### config.mk
export PLATFORM = sky130hd
export DESIGN_NAME = kl_ucb_arm_dispatcher
export DESIGN_NICKNAME = d
export VERILOG_FILES = /design/src/rtl/kl_ucb_pkg.sv /design/src/rtl/kl_arm_prio_enc.sv /design/src/rtl/kl_ucb_arm_dispatcher.sv
export SDC_FILE = /design/constraint.sdc
export NUM_CORES = 2
export LEC_CHECK = 0
export BUFFER_PORTS_ARGS = -buffer_cell sky130_fd_sc_hd__buf_4
export CORE_MARGIN = 2
export CORE_UTILIZATION = 50
export DETAILED_ROUTE_END_ITERATION = 8
export PLACE_DENSITY = 0.77
export SYNTH_ARGS = -nofsm -noshare
export SYNTH_HDL_FRONTEND = slang
export SYNTH_SLANG_ARGS = --single-unit
### constraint.sdc
create_clock -name s_aclk -period 4.05 [get_ports s_aclk]
set_clock_uncertainty 0.05 [all_clocks]
set_input_delay 0.405 -clock s_aclk [delete_from_list [all_inputs] [get_ports s_aclk]]
set_output_delay 0.405 -clock s_aclk [all_outputs]
set_load 0.005 [all_outputs]
### src/rtl/kl_ucb_pkg.sv
// Shared types for the KL-UCB arm dispatcher.
// fp32 aliases, constants and the dispatcher state encoding.
package kl_ucb_pkg;

  typedef logic [31:0] fp32_t;

  localparam fp32_t FP32_ONE  = 32'h3F80_0000;
  localparam fp32_t FP32_ZERO = 32'h0000_0000;

  typedef enum logic [2:0] {
    S_IDLE,
    S_SEL,
    S_ISSUE,
    S_GAP,
    S_DONE
  } state_e;

  // q is non-negative fp32, so the raw bit pattern orders like the value.
  function automatic logic fp32_pos_gt(fp32_t a, fp32_t b);
    return a > b;
  endfunction

endpackage

### src/rtl/kl_arm_prio_enc.sv
// Finds the lowest enabled arm index >= cur.
// mask_i/cur_i in; idx_o (valid when found_o) out.
module kl_arm_prio_enc #(
  parameter int N  = 8,
  parameter int IW = 3
) (
  input  logic [N-1:0]  mask_i,
  input  logic [IW:0]   cur_i,
  output logic [IW-1:0] idx_o,
  output logic          found_o
);

  localparam int CW = IW + 1;

  // Scan high to low so the last hit, the lowest index, wins.
  always_comb begin
    idx_o   = '0;
    found_o = 1'b0;
    for (int i = N - 1; i >= 0; i--) begin
      if (mask_i[i] && (CW'(i) >= cur_i)) begin
        idx_o   = IW'(i);
        found_o = 1'b1;
      end
    end
  end

endmodule

### src/rtl/kl_ucb_arm_dispatcher.sv
// Sweeps enabled arms through the KL-UCB q engine, tracks the best q.
// Ports: table write (tbl_wr_*), start/arm_mask, engine req (p,d,valid_p/d),
// engine resp (q_final,valid_q_final), status (busy,done,best_*,timeout_err),
// readback (rd_idx -> rd_q).
module kl_ucb_arm_dispatcher
  import kl_ucb_pkg::*;
#(
  parameter int NUM_ARMS = 8,
  parameter int IDX_W    = 3,
  parameter int TIMEOUT  = 1023,
  parameter int GAP      = 2
) (
  input  logic                s_aclk,
  input  logic                s_aresetn,
  input  logic                tbl_wr_en,
  input  logic [IDX_W-1:0]    tbl_wr_idx,
  input  logic [31:0]         tbl_wr_p,
  input  logic [31:0]         tbl_wr_d,
  output logic                tbl_wr_rdy,
  input  logic                start,
  input  logic [NUM_ARMS-1:0] arm_mask,
  output logic [31:0]         p,
  output logic [31:0]         d,
  output logic                valid_p,
  output logic                valid_d,
  input  logic [31:0]         q_final,
  input  logic                valid_q_final,
  output logic                busy,
  output logic                done,
  output logic                best_valid,
  output logic [IDX_W-1:0]    best_arm,
  output logic [31:0]         best_q,
  output logic                timeout_err,
  input  logic [IDX_W-1:0]    rd_idx,
  output logic [31:0]         rd_q
);

  // cur carries one extra bit so it can step past the last arm.
  localparam int CW  = IDX_W + 1;
  localparam int WCW = $clog2(TIMEOUT + 1);
  localparam int GCW = $clog2(GAP + 1);

  state_e state_q, state_d;

  logic [NUM_ARMS-1:0] mask_q, mask_d;
  logic [CW-1:0]       cur_q, cur_d;
  logic [WCW-1:0]      wcnt_q, wcnt_d;
  logic [GCW-1:0]      gcnt_q, gcnt_d;

  fp32_t p_q, p_d;
  fp32_t d_q, d_d;
  fp32_t bq_q, bq_d;

  logic [IDX_W-1:0] barm_q, barm_d;
  logic             bv_q, bv_d;
  logic             terr_q, terr_d;

  fp32_t tbl_p_q [NUM_ARMS];
  fp32_t tbl_d_q [NUM_ARMS];
  fp32_t qst_q   [NUM_ARMS];

  logic             tbl_we;
  logic             qst_we;
  fp32_t            qst_wd;
  logic [IDX_W-1:0] cur_idx;
  logic [IDX_W-1:0] nxt_idx;
  logic             found;
  logic             is_idle;

  assign is_idle = (state_q == S_IDLE);
  assign cur_idx = cur_q[IDX_W-1:0];

  kl_arm_prio_enc #(
    .N  (NUM_ARMS),
    .IW (IDX_W)
  ) u_enc (
    .mask_i  (mask_q),
    .cur_i   (cur_q),
    .idx_o   (nxt_idx),
    .found_o (found)
  );

  // Writes are only taken while idle, including the start cycle.
  assign tbl_we = tbl_wr_en && is_idle &&
                  ({1'b0, tbl_wr_idx} < CW'(NUM_ARMS));

  always_comb begin
    state_d = state_q;
    mask_d  = mask_q;
    cur_d   = cur_q;
    wcnt_d  = wcnt_q;
    gcnt_d  = gcnt_q;
    p_d     = p_q;
    d_d     = d_q;
    bq_d    = bq_q;
    barm_d  = barm_q;
    bv_d    = bv_q;
    terr_d  = terr_q;
    qst_we  = 1'b0;
    qst_wd  = FP32_ZERO;
    unique case (state_q)
      S_IDLE: begin
        if (start) begin
          state_d = S_SEL;
          mask_d  = arm_mask;
          cur_d   = '0;
          bv_d    = 1'b0;
          terr_d  = 1'b0;
        end
      end
      S_SEL: begin
        if (found) begin
          cur_d   = {1'b0, nxt_idx};
          p_d     = tbl_p_q[nxt_idx];
          d_d     = tbl_d_q[nxt_idx];
          wcnt_d  = '0;
          state_d = S_ISSUE;
        end else begin
          state_d = S_DONE;
        end
      end
      S_ISSUE: begin
        unique case (1'b1)
          valid_q_final: begin
            qst_we  = 1'b1;
            qst_wd  = q_final;
            if (!bv_q || fp32_pos_gt(q_final, bq_q)) begin
              bq_d   = q_final;
              barm_d = cur_idx;
              bv_d   = 1'b1;
            end
            gcnt_d  = '0;
            state_d = S_GAP;
          end
          (wcnt_q == WCW'(TIMEOUT - 1)): begin
            qst_we  = 1'b1;
            qst_wd  = FP32_ZERO;
            terr_d  = 1'b1;
            gcnt_d  = '0;
            state_d = S_GAP;
          end
          default: begin
            wcnt_d = wcnt_q + 1'b1;
          end
        endcase
      end
      S_GAP: begin
        if (gcnt_q == GCW'(GAP - 1)) begin
          cur_d   = cur_q + 1'b1;
          state_d = S_SEL;
        end else begin
          gcnt_d = gcnt_q + 1'b1;
        end
      end
      S_DONE: begin
        state_d = S_IDLE;
      end
      default: begin
        state_d = S_IDLE;
      end
    endcase
  end

  always_ff @(posedge s_aclk or negedge s_aresetn) begin
    if (!s_aresetn) begin
      state_q <= S_IDLE;
      mask_q  <= '0;
      cur_q   <= '0;
      wcnt_q  <= '0;
      gcnt_q  <= '0;
      p_q     <= FP32_ZERO;
      d_q     <= FP32_ZERO;
      bq_q    <= FP32_ZERO;
      barm_q  <= '0;
      bv_q    <= 1'b0;
      terr_q  <= 1'b0;
    end else begin
      state_q <= state_d;
      mask_q  <= mask_d;
      cur_q   <= cur_d;
      wcnt_q  <= wcnt_d;
      gcnt_q  <= gcnt_d;
      p_q     <= p_d;
      d_q     <= d_d;
      bq_q    <= bq_d;
      barm_q  <= barm_d;
      bv_q    <= bv_d;
      terr_q  <= terr_d;
    end
  end

  always_ff @(posedge s_aclk or negedge s_aresetn) begin
    if (!s_aresetn) begin
      for (int i = 0; i < NUM_ARMS; i++) begin
        tbl_p_q[i] <= FP32_ZERO;
        tbl_d_q[i] <= FP32_ZERO;
      end
    end else if (tbl_we) begin
      tbl_p_q[tbl_wr_idx] <= tbl_wr_p;
      tbl_d_q[tbl_wr_idx] <= tbl_wr_d;
    end
  end

  always_ff @(posedge s_aclk or negedge s_aresetn) begin
    if (!s_aresetn) begin
      for (int i = 0; i < NUM_ARMS; i++) begin
        qst_q[i] <= FP32_ZERO;
      end
    end else if (qst_we) begin
      qst_q[cur_idx] <= qst_wd;
    end
  end

  assign tbl_wr_rdy  = is_idle;
  assign busy        = !is_idle;
  assign done        = (state_q == S_DONE);
  assign valid_p     = (state_q == S_ISSUE);
  assign valid_d     = (state_q == S_ISSUE);
  assign p           = p_q;
  assign d           = d_q;
  assign best_valid  = bv_q;
  assign best_arm    = barm_q;
  assign best_q      = bq_q;
  assign timeout_err = terr_q;
  assign rd_q        = ({1'b0, rd_idx} < CW'(NUM_ARMS)) ?
                       qst_q[rd_idx] : FP32_ZERO;

endmodule

==> flow_summary_export.csv <==
group,metric,value,unit
run_status,outcome,"finished, final reports clean",
power_and_ir_drop,seq_power_share,0.363,
setup_path,critPathCapture,"d[7]$_DFFE_PN0P_",
floorplan,die-height,294,um
grt,grt_max_degree,130,
yosys,yosys.cell_types.count,78,
min_path,hold_class,"in -> reg",
setup_path,critical_path.startpoint_type,"flip-flop",
timing,finalHoldViolations,0,
yosys,syn_area,42100,sq um
yosys,synthArstFlopShare,1.00,
placement,hpwl,65500,um
yosys,synth-seq-cells,896,
detailed_routing,vias,30208,
clocking,htree_num_levels,3,
yosys,seq_area_frac_synth,0.532,
timing,worst_slew_pin_slew,1.21,ns
timing,setup_tns,0,ns
floorplan,coreArea,83600,sq um
power_and_ir_drop,powerDensity,783,nW/um^2
layout,nFillCells,6590,
detailed_routing,ant_nets,0,
timing,fmax,275,MHz
setup_path,cp_num_buf_inv,2,
placement,place.gp.congestion,0.827,
timing,whs,0.0409,ns
layout,nets,3895,
setup_path,crit_cells,9,
detailed_routing,wirelength,115000,um
setup_path,cp_cell_sequence,"clkinv_1, ha_1, nand3b_2, a221o_1, and3_2, buf_4, nor4_1, a211oi_1, o41ai_2",
clocking,cts.sinks,896,
power_and_ir_drop,peakVddDrop,744,uV
power_and_ir_drop,internal-power,24.1,mW
setup_path,endpoint_kind,"flip-flop",
floorplan,die_area,86600,sq um
grt,grt_usage,0.266,
setup_path,r2r-end,"d[7]$_DFFE_PN0P_",
timing,drv_slew,0,
clocking,clkTransAtPathRegs,0.06,ns
setup_path,worstSetupPathType,"reg -> reg",
floorplan,rows,106,
clocking,ctsResizeCount,0,
clocking,cts-root-buf,"clkbuf_16",
timing,fin_crit_sh,0.899,
yosys,netlist_instances,3503,
floorplan,boundaryPins,253,
setup_path,critPathMaxStageDelay,0.53,ns
clocking,insertion_delay,0.67,ns
placement,place.port_buffers,252,
detailed_routing,drtIter0Drc,2235,
detailed_routing,dr.pass1.iters,6,
timing,rsz0062_at_grt,"false",
grt,grt_pass1_vias,31286,
setup_path,cp_data_required_time,4.58,ns
power_and_ir_drop,clkPwrFrac,0.234,
floorplan,initial_core_util,0.504,
yosys,ys.flop_type,"dfrtp_1",
setup_path,crit_family,"simple AND/OR/NAND/NOR gates",
grt,grt_pass1_wl,181000,um
clocking,cts_buffers,95,
timing,finalSetupViolCount,0,
clocking,cts_tree,"yes",
power_and_ir_drop,combPwrFrac,0.403,
detailed_routing,wl_per_cell,23.6,um
timing,post-route-min-period,3.64,ns
clocking,clk_path_buf_depth,3,
setup_path,startpoint,"cur_q[0]$_DFFE_PN0P_",
job,drv_cap,0,
setup_path,r2r.worst_path.cells,9,
floorplan,die_x,294,um
yosys,yosys_warnings,0,
setup_path,reg2reg_slack,0.41,ns
yosys,synth_edf_count,0,
power_and_ir_drop,switching_share,0.379,
setup_path,cp.arrival,4.17,ns
setup_path,cp_max_fo,18,
detailed_routing,vias_per_cell,6.17,
grt,overflow,0,
detailed_routing,drc,0,
setup_path,reg2reg_from,"cur_q[0]$_DFFE_PN0P_",
layout,layout-drive-gt1-share,0.327,
power_and_ir_drop,p_leak,23.3,nW
setup_path,critPathSlowestCell,"dfrtp_1",
grt,antenna_found_initial,9,
layout,area_growth,17.5,%
yosys,synth_nets,3656,
yosys,synth_area_per_cell,12.0,sq um
power_and_ir_drop,netSwitchingPower,14.7,mW
timing,slew_headroom,0.191,
==> power groups by stage <==
stage | logic, mW | registers, mW | clock network [mW]
floorplan | 10.9 | 13.4 | 0
global placement | 14.9 | 13.9 | 0
detailed placement | 15.3 | 14.1 | 0
CTS | 15.5 | 14.0 | 9.20
global route | 16.8 | 14.4 | 9.58
finish | 15.6 | 14.1 | 9.07
==> cells in the mapped netlist, types with 60 or more instances <==
master / instances / area [sq um]
buf_2: 92 / 460
a211oi_2: 61 / 763
nand2_1: 471 / 1770
o41ai_2: 60 / 976
nor3_1: 67 / 335
mux2_2: 533 / 6000
clkbuf_1: 168 / 631
nor4_1: 65 / 407
mux4_2: 64 / 1440
dfrtp_1: 896 / 22400
o21ai_0: 269 / 1350
and3_1: 132 / 826
o22a_1: 64 / 561
a211oi_1: 133 / 998
nor2_1: 78 / 293
==> cells by family after synthesis <==
kind of cell,share of synthesized area
compound gates,0.131
xor+xnor,0.000208
fa+ha+maj,0.0113
buf+inv,0.0368
flops,0.532
mux,0.182
simple gates,0.106
==> per-layer routing <==
metal | wire length [um] | vias to the layer above | GRT usage | part of all wire
met2 | 55700 | 1166 | 0.438 | 0.48
met1 | 48200 | 15479 | 0.354 | 0.42
met3 | 8470 | 240 | 0.0501 | 0.073
li1 | - | 13309 | - | -
met5 | 85 | - | 0 | 0.00074
met4 | 2980 | 14 | 0.0920 | 0.026
==> cell usage in the layout, fill, tap and decap left out, drive strengths merged, types with 4 or more instances in the layout <==
cell,instances
dfrtp,896
mux2,550
nand2,472
buf,330
o21ai,273
a211oi,194
clkbuf,145
and3,132
dlygate4sd3,105
nor2,78
nor3,70
nor4,67
mux4,64
o22a,64
o41ai,64
inv,48
ha,38
nand4b,35
o211ai,33
nand3,19
clkinv,18
a21oi,15
nand4,11
a21o,9
or4,9
bufinv,8
o31ai,7
nand2b,7
o311ai,5
nand3b,4
or2,4
o21a,4
==> stage by stage <==
stage | power [mW] | utilization | area, sq um | instances | setup WS [ns]
detailed placement | 29.4 | 0.540 | 45100 | 4620 | 0.455
global route | 40.8 | 0.592 | 49500 | 4898 | 0.205
global placement | 28.9 | 0.540 | 45100 | 4620 | 0.608
finish | 38.7 | 0.592 | 49500 | 4899 | 0.410
floorplan | 24.3 | - | 42100 | 3503 | 1.09
CTS | 38.7 | 0.592 | 49500 | 4896 | 0.435
==> how the worst min path moves through the flow <==
stage                          start                       to  cells after the start
after floorplan            s_aresetn  best_arm[0]$_DFFE_PN0P_                      0
after global placement     s_aresetn   qst_q[254]$_DFFE_PN0P_                      1
after CTS                 q_final[0]    best_q[0]$_DFFE_PN0P_                      3
final                     q_final[0]    best_q[0]$_DFFE_PN0P_                      3
after detailed placement   s_aresetn   qst_q[254]$_DFFE_PN0P_                      1
after global routing      q_final[0]    best_q[0]$_DFFE_PN0P_                      3
==> worst min-delay path: stages <==
cell and delay [ns]:
buf_4 0.12, inv_1 0.06, o311ai_1 0.11
==> area by class of cell <==
cell class	count	area [sq um]	share of cell area
multi-input combinational	2266	18300	0.369
sequential	896	22400	0.453
clock inverter	26	463	0.00936
antenna	3	7.51	0.000152
tap	1080	1350	0.0273
timing repair buffer	435	3940	0.0796
clock buffer	145	2830	0.0571
inverter	48	180	0.00364
==> sequential cells by signal, indices dropped and copies added, names as in the netlist <==
name,count
best_q,32
wcnt_q,10
state_q,3
p,32
timeout_err,1
gcnt_q,2
qst_q,256
d,32
best_arm,3
mask_q,8
best_valid,1
cur_q,4
tbl_p_q,256
tbl_d_q,256
==> timing repair <==
action                     CTS  global route
hold buffers               105             0
hold endpoints to repair   602             0
setup endpoints to repair    0             0
buffers inserted             0             0
(Power assumes the default switching activity.)
